## config.mk

```make
export PLATFORM = sky130hd
export DESIGN_NAME = mpe_digit_multiplier
export DESIGN_NICKNAME = d
export VERILOG_FILES = /design/src/rtl/mpe_pkg.sv /design/src/rtl/mpe_lane.sv /design/src/rtl/mpe_digit_multiplier.sv
export SDC_FILE = /design/constraint.sdc
export NUM_CORES = 2
export LEC_CHECK = 0
export ABC_AREA = 1
export CORE_UTILIZATION = 30
export DETAILED_ROUTE_END_ITERATION = 8
export REMOVE_ABC_BUFFERS = 1
export SLEW_MARGIN = 0
export SYNTH_ARGS = -nofsm -noshare
export SYNTH_HDL_FRONTEND = slang
export SYNTH_SLANG_ARGS = --single-unit
```

## constraint.sdc

```tcl
create_clock -name clock -period 4 [get_ports clock]
set_clock_uncertainty 0.15 [all_clocks]
set_input_delay 0.8 -clock clock [delete_from_list [all_inputs] [get_ports clock]]
set_output_delay 0.8 -clock clock [all_outputs]
set_load 0.03 [all_outputs]
```

## src/rtl/mpe_pkg.sv

```systemverilog
// Shared types and helpers for the MPE digit-serial multiply-accumulate array.
package mpe_pkg;

  localparam int IN_BITS_DEF  = 8;
  localparam int W_BITS_DEF   = 8;
  localparam int ACC_BITS_DEF = 24;
  localparam int ROWS_DEF     = 4;
  localparam int COLS_DEF     = 4;
  localparam int DIGIT_DEF    = 1;

  // Widest weight the magnitude helper can handle; callers zero-extend into it.
  localparam int MAX_W = 64;

  typedef enum logic [1:0] {
    IDLE = 2'd0,
    RUN  = 2'd1,
    WAIT = 2'd2
  } mpe_state_t;

  typedef struct packed {
    logic [MAX_W-1:0] mag;
    logic             neg;
  } mag_neg_t;

  // Magnitude is taken modulo 2^wbits so the most negative weight maps onto itself.
  function automatic mag_neg_t weight_mag(input logic [MAX_W-1:0] w,
                                          input int unsigned      wbits,
                                          input logic             is_signed);
    mag_neg_t         r;
    logic [MAX_W-1:0] mask;
    logic [MAX_W-1:0] sh;
    mask  = (MAX_W'(1) << wbits) - MAX_W'(1);
    sh    = w >> (wbits - 1);
    r.neg = is_signed & sh[0];
    r.mag = (r.neg ? (~w + MAX_W'(1)) : w) & mask;
    return r;
  endfunction

endpackage

```

## src/rtl/mpe_lane.sv

```systemverilog
// One lane of the array: activation shift register plus accumulator with a
// DIGIT-bit multiply-add per RUN cycle.
module mpe_lane
  import mpe_pkg::*;
#(
  parameter int IN_BITS  = IN_BITS_DEF,
  parameter int ACC_BITS = ACC_BITS_DEF,
  parameter int DIGIT    = DIGIT_DEF
) (
  input  logic                clock,
  input  logic                reset_n,
  input  logic                load,
  input  logic                clear,
  input  logic                signed_mode,
  input  logic [IN_BITS-1:0]  act,
  input  logic                step,
  input  logic                negate,
  input  logic [DIGIT-1:0]    digit,
  output logic [ACC_BITS-1:0] acc_next,
  output logic [ACC_BITS-1:0] acc
);

  logic [ACC_BITS-1:0] shift_q, shift_d;
  logic [ACC_BITS-1:0] acc_q, acc_d;
  logic [ACC_BITS-1:0] prod;

  always_comb begin
    prod     = shift_q * {{(ACC_BITS-DIGIT){1'b0}}, digit};
    acc_next = negate ? (acc_q - prod) : (acc_q + prod);
    shift_d  = shift_q;
    acc_d    = acc_q;
    if (load) begin
      shift_d = {{(ACC_BITS-IN_BITS){signed_mode & act[IN_BITS-1]}}, act};
      if (clear) acc_d = '0;
    end else if (step) begin
      shift_d = shift_q << DIGIT;
      acc_d   = acc_next;
    end
  end

  always_ff @(posedge clock or negedge reset_n) begin
    if (!reset_n) begin
      shift_q <= '0;
      acc_q   <= '0;
    end else begin
      shift_q <= shift_d;
      acc_q   <= acc_d;
    end
  end

  assign acc = acc_q;

endmodule

```

## src/rtl/mpe_digit_multiplier.sv

```systemverilog
// Digit-serial weight x tile multiply-accumulate: FSM, weight magnitude register
// and output snapshot; the per-lane arithmetic lives in mpe_lane.
module mpe_digit_multiplier
  import mpe_pkg::*;
#(
  parameter int IN_BITS  = IN_BITS_DEF,
  parameter int W_BITS   = W_BITS_DEF,
  parameter int ACC_BITS = ACC_BITS_DEF,
  parameter int ROWS     = ROWS_DEF,
  parameter int COLS     = COLS_DEF,
  parameter int DIGIT    = DIGIT_DEF
) (
  input  logic                              clock,
  input  logic                              reset_n,
  input  logic                              in_valid,
  output logic                              in_ready,
  input  logic [W_BITS-1:0]                 weight_val,
  input  logic                              weight_signed,
  input  logic                              acc_clear,
  input  logic [ROWS*COLS*IN_BITS-1:0]      input_vals,
  output logic [ROWS*COLS*ACC_BITS-1:0]     out_vals,
  output logic                              out_valid,
  input  logic                              out_ready,
  output mpe_state_t                        dbg_state
);

  localparam int LANES = ROWS * COLS;

  mpe_state_t                  state_q, state_d;
  logic                        in_ready_q, in_ready_d;
  logic                        out_valid_q, out_valid_d;
  logic                        neg_q, neg_d;
  logic [W_BITS-1:0]           mag_q, mag_d, mag_rem;
  logic [LANES*ACC_BITS-1:0]   out_vals_q, out_vals_d;
  logic [LANES*ACC_BITS-1:0]   acc_all, acc_next_all;
  logic [MAX_W-1:0]            w_ext;
  mag_neg_t                    wm;
  logic                        unused_mag_hi;
  logic                        accept, step, commit, slot_free;

  always_comb begin
    w_ext               = '0;
    w_ext[W_BITS-1:0]   = weight_val;
  end

  assign wm            = weight_mag(w_ext, W_BITS, weight_signed);
  assign unused_mag_hi = |wm.mag[MAX_W-1:W_BITS];

  assign accept    = in_valid && in_ready_q;
  assign step      = (state_q == RUN);
  assign mag_rem   = mag_q >> DIGIT;
  assign commit    = step && (mag_rem == '0);
  assign slot_free = !out_valid_q || out_ready;

  for (genvar i = 0; i < LANES; i++) begin : g_lane
    mpe_lane #(
      .IN_BITS (IN_BITS),
      .ACC_BITS(ACC_BITS),
      .DIGIT   (DIGIT)
    ) u_lane (
      .clock      (clock),
      .reset_n    (reset_n),
      .load       (accept),
      .clear      (acc_clear),
      .signed_mode(weight_signed),
      .act        (input_vals[i*IN_BITS +: IN_BITS]),
      .step       (step),
      .negate     (neg_q),
      .digit      (mag_q[DIGIT-1:0]),
      .acc_next   (acc_next_all[i*ACC_BITS +: ACC_BITS]),
      .acc        (acc_all[i*ACC_BITS +: ACC_BITS])
    );
  end

  // A consume and a commit on the same edge leave out_valid set with the new snapshot.
  always_comb begin
    state_d     = state_q;
    mag_d       = mag_q;
    neg_d       = neg_q;
    out_vals_d  = out_vals_q;
    out_valid_d = out_valid_q;
    if (out_valid_q && out_ready) out_valid_d = 1'b0;
    case (state_q)
      IDLE: begin
        if (accept) begin
          mag_d   = wm.mag[W_BITS-1:0];
          neg_d   = wm.neg;
          state_d = RUN;
        end
      end
      RUN: begin
        mag_d = mag_rem;
        if (commit) begin
          if (slot_free) begin
            out_vals_d  = acc_next_all;
            out_valid_d = 1'b1;
            state_d     = IDLE;
          end else begin
            state_d = WAIT;
          end
        end
      end
      WAIT: begin
        if (out_ready) begin
          out_vals_d  = acc_all;
          out_valid_d = 1'b1;
          state_d     = IDLE;
        end
      end
      default: state_d = IDLE;
    endcase
    in_ready_d = (state_d == IDLE);
  end

  always_ff @(posedge clock or negedge reset_n) begin
    if (!reset_n) begin
      state_q     <= IDLE;
      in_ready_q  <= 1'b0;
      out_valid_q <= 1'b0;
      neg_q       <= 1'b0;
      mag_q       <= '0;
      out_vals_q  <= '0;
    end else begin
      state_q     <= state_d;
      in_ready_q  <= in_ready_d;
      out_valid_q <= out_valid_d;
      neg_q       <= neg_d;
      mag_q       <= mag_d;
      out_vals_q  <= out_vals_d;
    end
  end

  assign in_ready  = in_ready_q;
  assign out_valid = out_valid_q;
  assign out_vals  = out_vals_q;
  assign dbg_state = state_q;

endmodule

```

After elaboration in Yosys (flattened, before gate mapping)
Index checks and enable logic that the tools add are counted.
{ "word_totals": {"regBits": 1165, "out_inout_bits": 388} }
{ "op_classes": {"add_sub_neg": 33, "n_mul": 16, "eq_ne": 7, "n_mux": 98, "bitwise_logic": 18, "n_reduce_logical": 15} }
{ "ops": {"columns": ["operator", "count"], "rows": [
  ["24-bit two-way mux", 81],
  ["384-bit two-way mux", 3],
  ["384-bit one-hot mux with 2 select lines", 1],
  ["24-bit adder", 16],
  ["24-bit by 1-bit multiplier with 24-bit output", 16],
  ["24-bit subtractor", 16],
  ["1-bit bitwise AND", 17],
  ["8-bit two-way mux", 2],
  ["8-bit one-hot mux with 2 select lines", 1],
  ["8-bit by 1-bit adder with 8-bit output (second input constant)", 1],
  ["8-bit logical NOT", 1],
  ["2-bit two-way mux", 4],
  ["8-bit inverter", 1],
  ["2-bit inequality test (second input constant)", 3],
  ["2-bit one-hot mux with 3 select lines", 1],
  ["2-bit AND reduction", 3],
  ["2-bit nonzero test", 3],
  ["2-bit logical NOT", 2],
  ["1-bit two-way mux", 4],
  ["2-bit by 1-bit inequality test with 1-bit output (second input constant)", 2],
  ["4-bit AND reduction", 1],
  ["1-bit logical AND", 3],
  ["2-bit by 1-bit == test with 1-bit output (second input constant)", 1],
  ["2-bit == test (second input constant)", 1],
  ["other kinds (3)", 3]
]} }

Logic depth before layout (Yosys ltp)
{ "depth": {"ltp_word": 6, "ltp_mapped": 26} }

Cells and area by module
From an unflattened synthesis, not the netlist that was laid out.
{ "hier_totals": {"hier_cells": 12451, "area_unflattened_um2": 87587.8} }
{ "modules_own_cells": {"columns": ["mod", "instances", "cells_per_inst", "area_per_inst_um2", "seq_area_each_um2"], "rows": [
  ["mpe_lane at g_lane[2].u_lane ...", 8, 634, 4162.7, 1201.2],
  ["mpe_lane at g_lane[10].u_lane ...", 7, 653, 4237.8, 1201.2],
  ["mpe_digit_multiplier", 1, 2173, 20460.9, 9934.5],
  ["mpe_lane at g_lane[0].u_lane", 1, 635, 4160.2, 1201.2]
]} }

Least setup slack after synthesis
OpenSTA, ideal clock, no wires.
{ "synth_timing": {"path_kind": "flip-flop to flip-flop", "from": "register mag_q[0]", "to": "register out_vals_q[191], in the netlist out_vals[191]", "setup_ps": 117, "arrival_ps": 2940, "slack_ps": 793, "path_stages_with_launch": 25, "period_less_slack_ps": 3207, "path_cell_list": "dfrtp_1 > buf_6 > buf_6 > buf_6 > nand2_1 > ha_1 > nand3_1 > nor3_1 > nand2_1 > or2_1 > o21ai_2 > xor2_1 > inv_1 > ha_1 > nand2_1 > nor2_1 > nand2_1 > nor2_1 > nand2_1 > nand3_1 > inv_1 > nand2_1 > nand3_1 > nand2_1 > nand2_1"} }
{ "synth_between": {"elab_chain_len": 6, "word_cells_on_any_way": 7} }
{ "synth_lines": {"columns": ["element", "line", "text"], "rows": [
  ["start, declared", "mpe_digit_multiplier.sv:33", "logic [W_BITS-1:0] mag_q, mag_d, mag_rem;"],
  ["start signal, assigned", "mpe_digit_multiplier.sv:128", "mag_q <= mag_d;"],
  ["24-bit by 1-bit multiplier with 24-bit output (*)", "mpe_lane.sv:28", "prod = shift_q * {{(ACC_BITS-DIGIT){1'b0}}, digit};"],
  ["24-bit adder / 24-bit subtractor (equally long branches)", "mpe_lane.sv:29", "acc_next = negate ? (acc_q - prod) : (acc_q + prod);"],
  ["24-bit two-way mux (*)", "mpe_lane.sv:29", null],
  ["384-bit two-way mux (*)", "mpe_digit_multiplier.sv:94", "if (slot_free) begin"],
  ["384-bit two-way mux (*)", "mpe_digit_multiplier.sv:93", "if (commit) begin"],
  ["384-bit one-hot mux with 2 select lines (*)", "mpe_digit_multiplier.sv:83", "case (state_q)"],
  ["end signal, assigned", "mpe_digit_multiplier.sv:129", "out_vals_q <= out_vals_d;"],
  ["end, declared", "mpe_digit_multiplier.sv:34", "logic [LANES*ACC_BITS-1:0] out_vals_q, out_vals_d;"]
]} }
Mark *: on every way between the ends. The rest lies on a longest branch, timed or not. The select of a mux whose other input is x is not followed.
A chain may end at the register's enable or synchronous reset.

Worst setup path in the final report
{ "layout_timing": {"from": "register mag_q[0]", "to": "register out_vals_q[357], in the netlist out_vals[357]"} }
Same word-level chain as after synthesis.

==> results.toml <==
[critical_path]
path_cells = "buf_12, buf_12, buf_4, nand2_1, nand2_1, inv_1, nand3_1, nand2_1, o21ai_0, xor2_1, ha_1, nand2_1, inv_1, a21oi_1, nor2_1, nor2_1, nand2_1, nand2_1, nand2_1, nand2_1, nand3_1, nand2_1, nand2_1"
end_kind = "flip-flop"
path_class = "reg2reg"
crit_arrival_ps = 4450
crit_fanout = 43
worst_setup_path_start_kind = "flip-flop"
crit_top_cell = "nand2_1"
critical_path.max_stage_delay_ps = 500
critPathSlowestCell = "dfrtp_4"
required_ps = 4550

[global_routing]
grt_pass1_wl_mm = 443
grt-ovfl-total = 0
grt_pass1_vias = 76766
grt_max_degree = 129
grt_use_total_pct = 19.9
antenna_found_initial = 7

[floorplan]
ios = 530
start_util_pct = 30.3
die_area_mm2 = 0.279
core-area_mm2 = 0.275
die_height_um = 528
num_rows = 192
die_w_um = 528

[synth]
synth_area_mm2 = 0.0831
yosysSeqAreaShare_pct = 35.1
syn_inst = 12307
synth.distinct_cells = 46
synth_ff_type = "dfrtp_1"
synth_seq_cells = 1165
async_reset_ff_share_pct = 100
synth_area_per_cell_um2 = 6.75
yosys_warnings = 0
synth-edff-count = 0

[cells_and_area]
final_util_pct = 36.3
final_common_cell = "nand2_1"
syn_to_final_growth_pct = 19.9
final_nets = 13257
final_cell_mix = "nand2_1, inv_1, dfrtp_1"
drive_gt1_share_pct = 7.06

[place]
finalWeightedCongestion = 0.925
portBuffers = 529
hpwl_mm = 210

[detailed_routing]
num_vias = 80550
wl_per_cell_um = 17.3
wirelength_mm = 286
drt_pre_antenna_iters = 6
ant_nets = 0
viasPerCell = 4.88
drc = 0
first_iter_violations = 5068

[clocking]
cts.path.max_buffers = 4
cts_sinks = 1165
insertion_delay_ps = 840
cts_buffers = 149
root_buffer = "clkbuf_16"
clkTransAtPathRegs_ps = 60
tritoncts = "done"
cts_max_level = 4

[sta]
timing.final.crit_period_ps = 3900
rsz0062_at_grt = "yes"
setup_viol = 0
slew_headroom_pct = 22.6
worst_pin_slew_ps = 1160
hold_viol_final = 0
post-route-period-util_pct = 97.5
fin_setup_tns_ps = 0
max_freq_mhz = 257
drv_slew = 0

[outcome]
outcome = "finished, final reports clean"

[run]
cap_viol_max_count = 0

[min_path]
min_path_type = "reg2reg"
[cell type report]
cell class	count	area (um^2)
multi-input combinational	9278	48100
antenna	4	10.0
tap	3686	4610
timing repair buffer	741	7870
fill	29222	175000
clock inverter	48	419
inverter	1375	5220
sequential	1165	29200
clock buffer	210	4270
[through the flow]
stage                     cell area [um^2]  instances  hold slack [ps]  worst slack (ps)
after floorplan                      81000      11818              321            -31360
after global placement               93400      16237              313              66.8
after detailed placement             93400      16237              314               107
after CTS                            98100      16496              294              41.4
after global routing                 99600      16504              345              -181
final                                99600      16507              326               102
[layer usage]
metal  track usage (%)  vias to the layer above  wire length [um]
li1                  -                    40566                 -
met1              27.9                    37827            137000
met2              31.7                     1832            127000
met3              2.47                      323             14100
met4              5.85                        2              8120
met5                 0                        -                17
[Yosys cell counts (41+ instances only)]
master / n / area, um^2
or2_2: 41 / 257
xnor2_1: 208 / 1820
o31ai_1: 41 / 308
o211ai_1: 94 / 706
ha_1: 389 / 4870
dfrtp_1: 1165 / 29200
nand2_1: 4077 / 15300
o21ai_1: 69 / 345
xor2_1: 302 / 2650
buf_2: 82 / 410
nand3_1: 553 / 2770
o21bai_1: 44 / 330
inv_1: 1358 / 5100
o21ai_0: 998 / 4990
nor2_1: 917 / 3440
o22ai_1: 69 / 432
clkbuf_1: 353 / 1330
nand2_2: 45 / 282
nand4_1: 166 / 1040
a21oi_1: 948 / 4740
nor3_1: 99 / 495
[sequential cells by signal (all words and copies together) (netlist names)]
name,cells
g_lane.u_lane.shift_q,384
out_valid,1
g_lane.u_lane.acc,384
mag_q,8
out_vals,384
in_ready,1
dbg_state,2
neg_q,1
[cells by family (layout without fill, tap and decap cells)]
group           Yosys count  in the layout  share of synthesized area, %
other cells               0              4                             0
buf+inv                1864           2374                          8.83
simple gates           5995           5995                          29.2
fa+ha+maj               405            405                          6.24
xor+xnor                510            510                          5.37
compound gates         2368           2368                          15.3
flops                  1165           1165                          35.1
[worst max-delay path, delay by kind of cell, from the launching register on]
kind                     cells  cell delay, ps
adder cells (fa/ha/maj)      1             350
AND/OR/NAND/NOR             14            1410
XOR/XNOR                     1             190
buffers and inverters        5             720
flip-flops                   1             500
AO/OA/AOI/OAI                2             330
[final timing paths]
| path | from | end | slack (ps) | cells past startpoint |
|---|---|---|---|---|
| setup / recovery | mag_q[0]$_DFFE_PN0P_ | out_vals[357]$_DFFE_PN0P_ | 100 | 23 |
| hold / removal | out_vals[10]$_DFFE_PN0P_ | out_vals[10]$_DFFE_PN0P_ | 330 | 2 |
| setup reg to reg | mag_q[0]$_DFFE_PN0P_ | out_vals[357]$_DFFE_PN0P_ | 100 | 23 |
| hold reg to reg | out_vals[10]$_DFFE_PN0P_ | out_vals[10]$_DFFE_PN0P_ | 330 | 2 |
| max in group asynchronous | reset_n | g_lane[6].u_lane.acc[17]$_DFFE_PN0P_ | 2100 | 4 |
| min in group asynchronous | reset_n | out_vals[267]$_DFFE_PN0P_ | 410 | 2 |
[what timing repair did]
action | 4_1_cts | 5_1_grt
hold buffers | 1 | 0
resized for setup | 0 | 379
endpoints found under the hold margin | 66 | 0
endpoints found under the setup margin | 0 | 305
setup buffers | 0 | 5
Power is left out: the tool's default activity adds up to more than one toggle a clock period on the data nets, which glitch-free logic cannot reach.
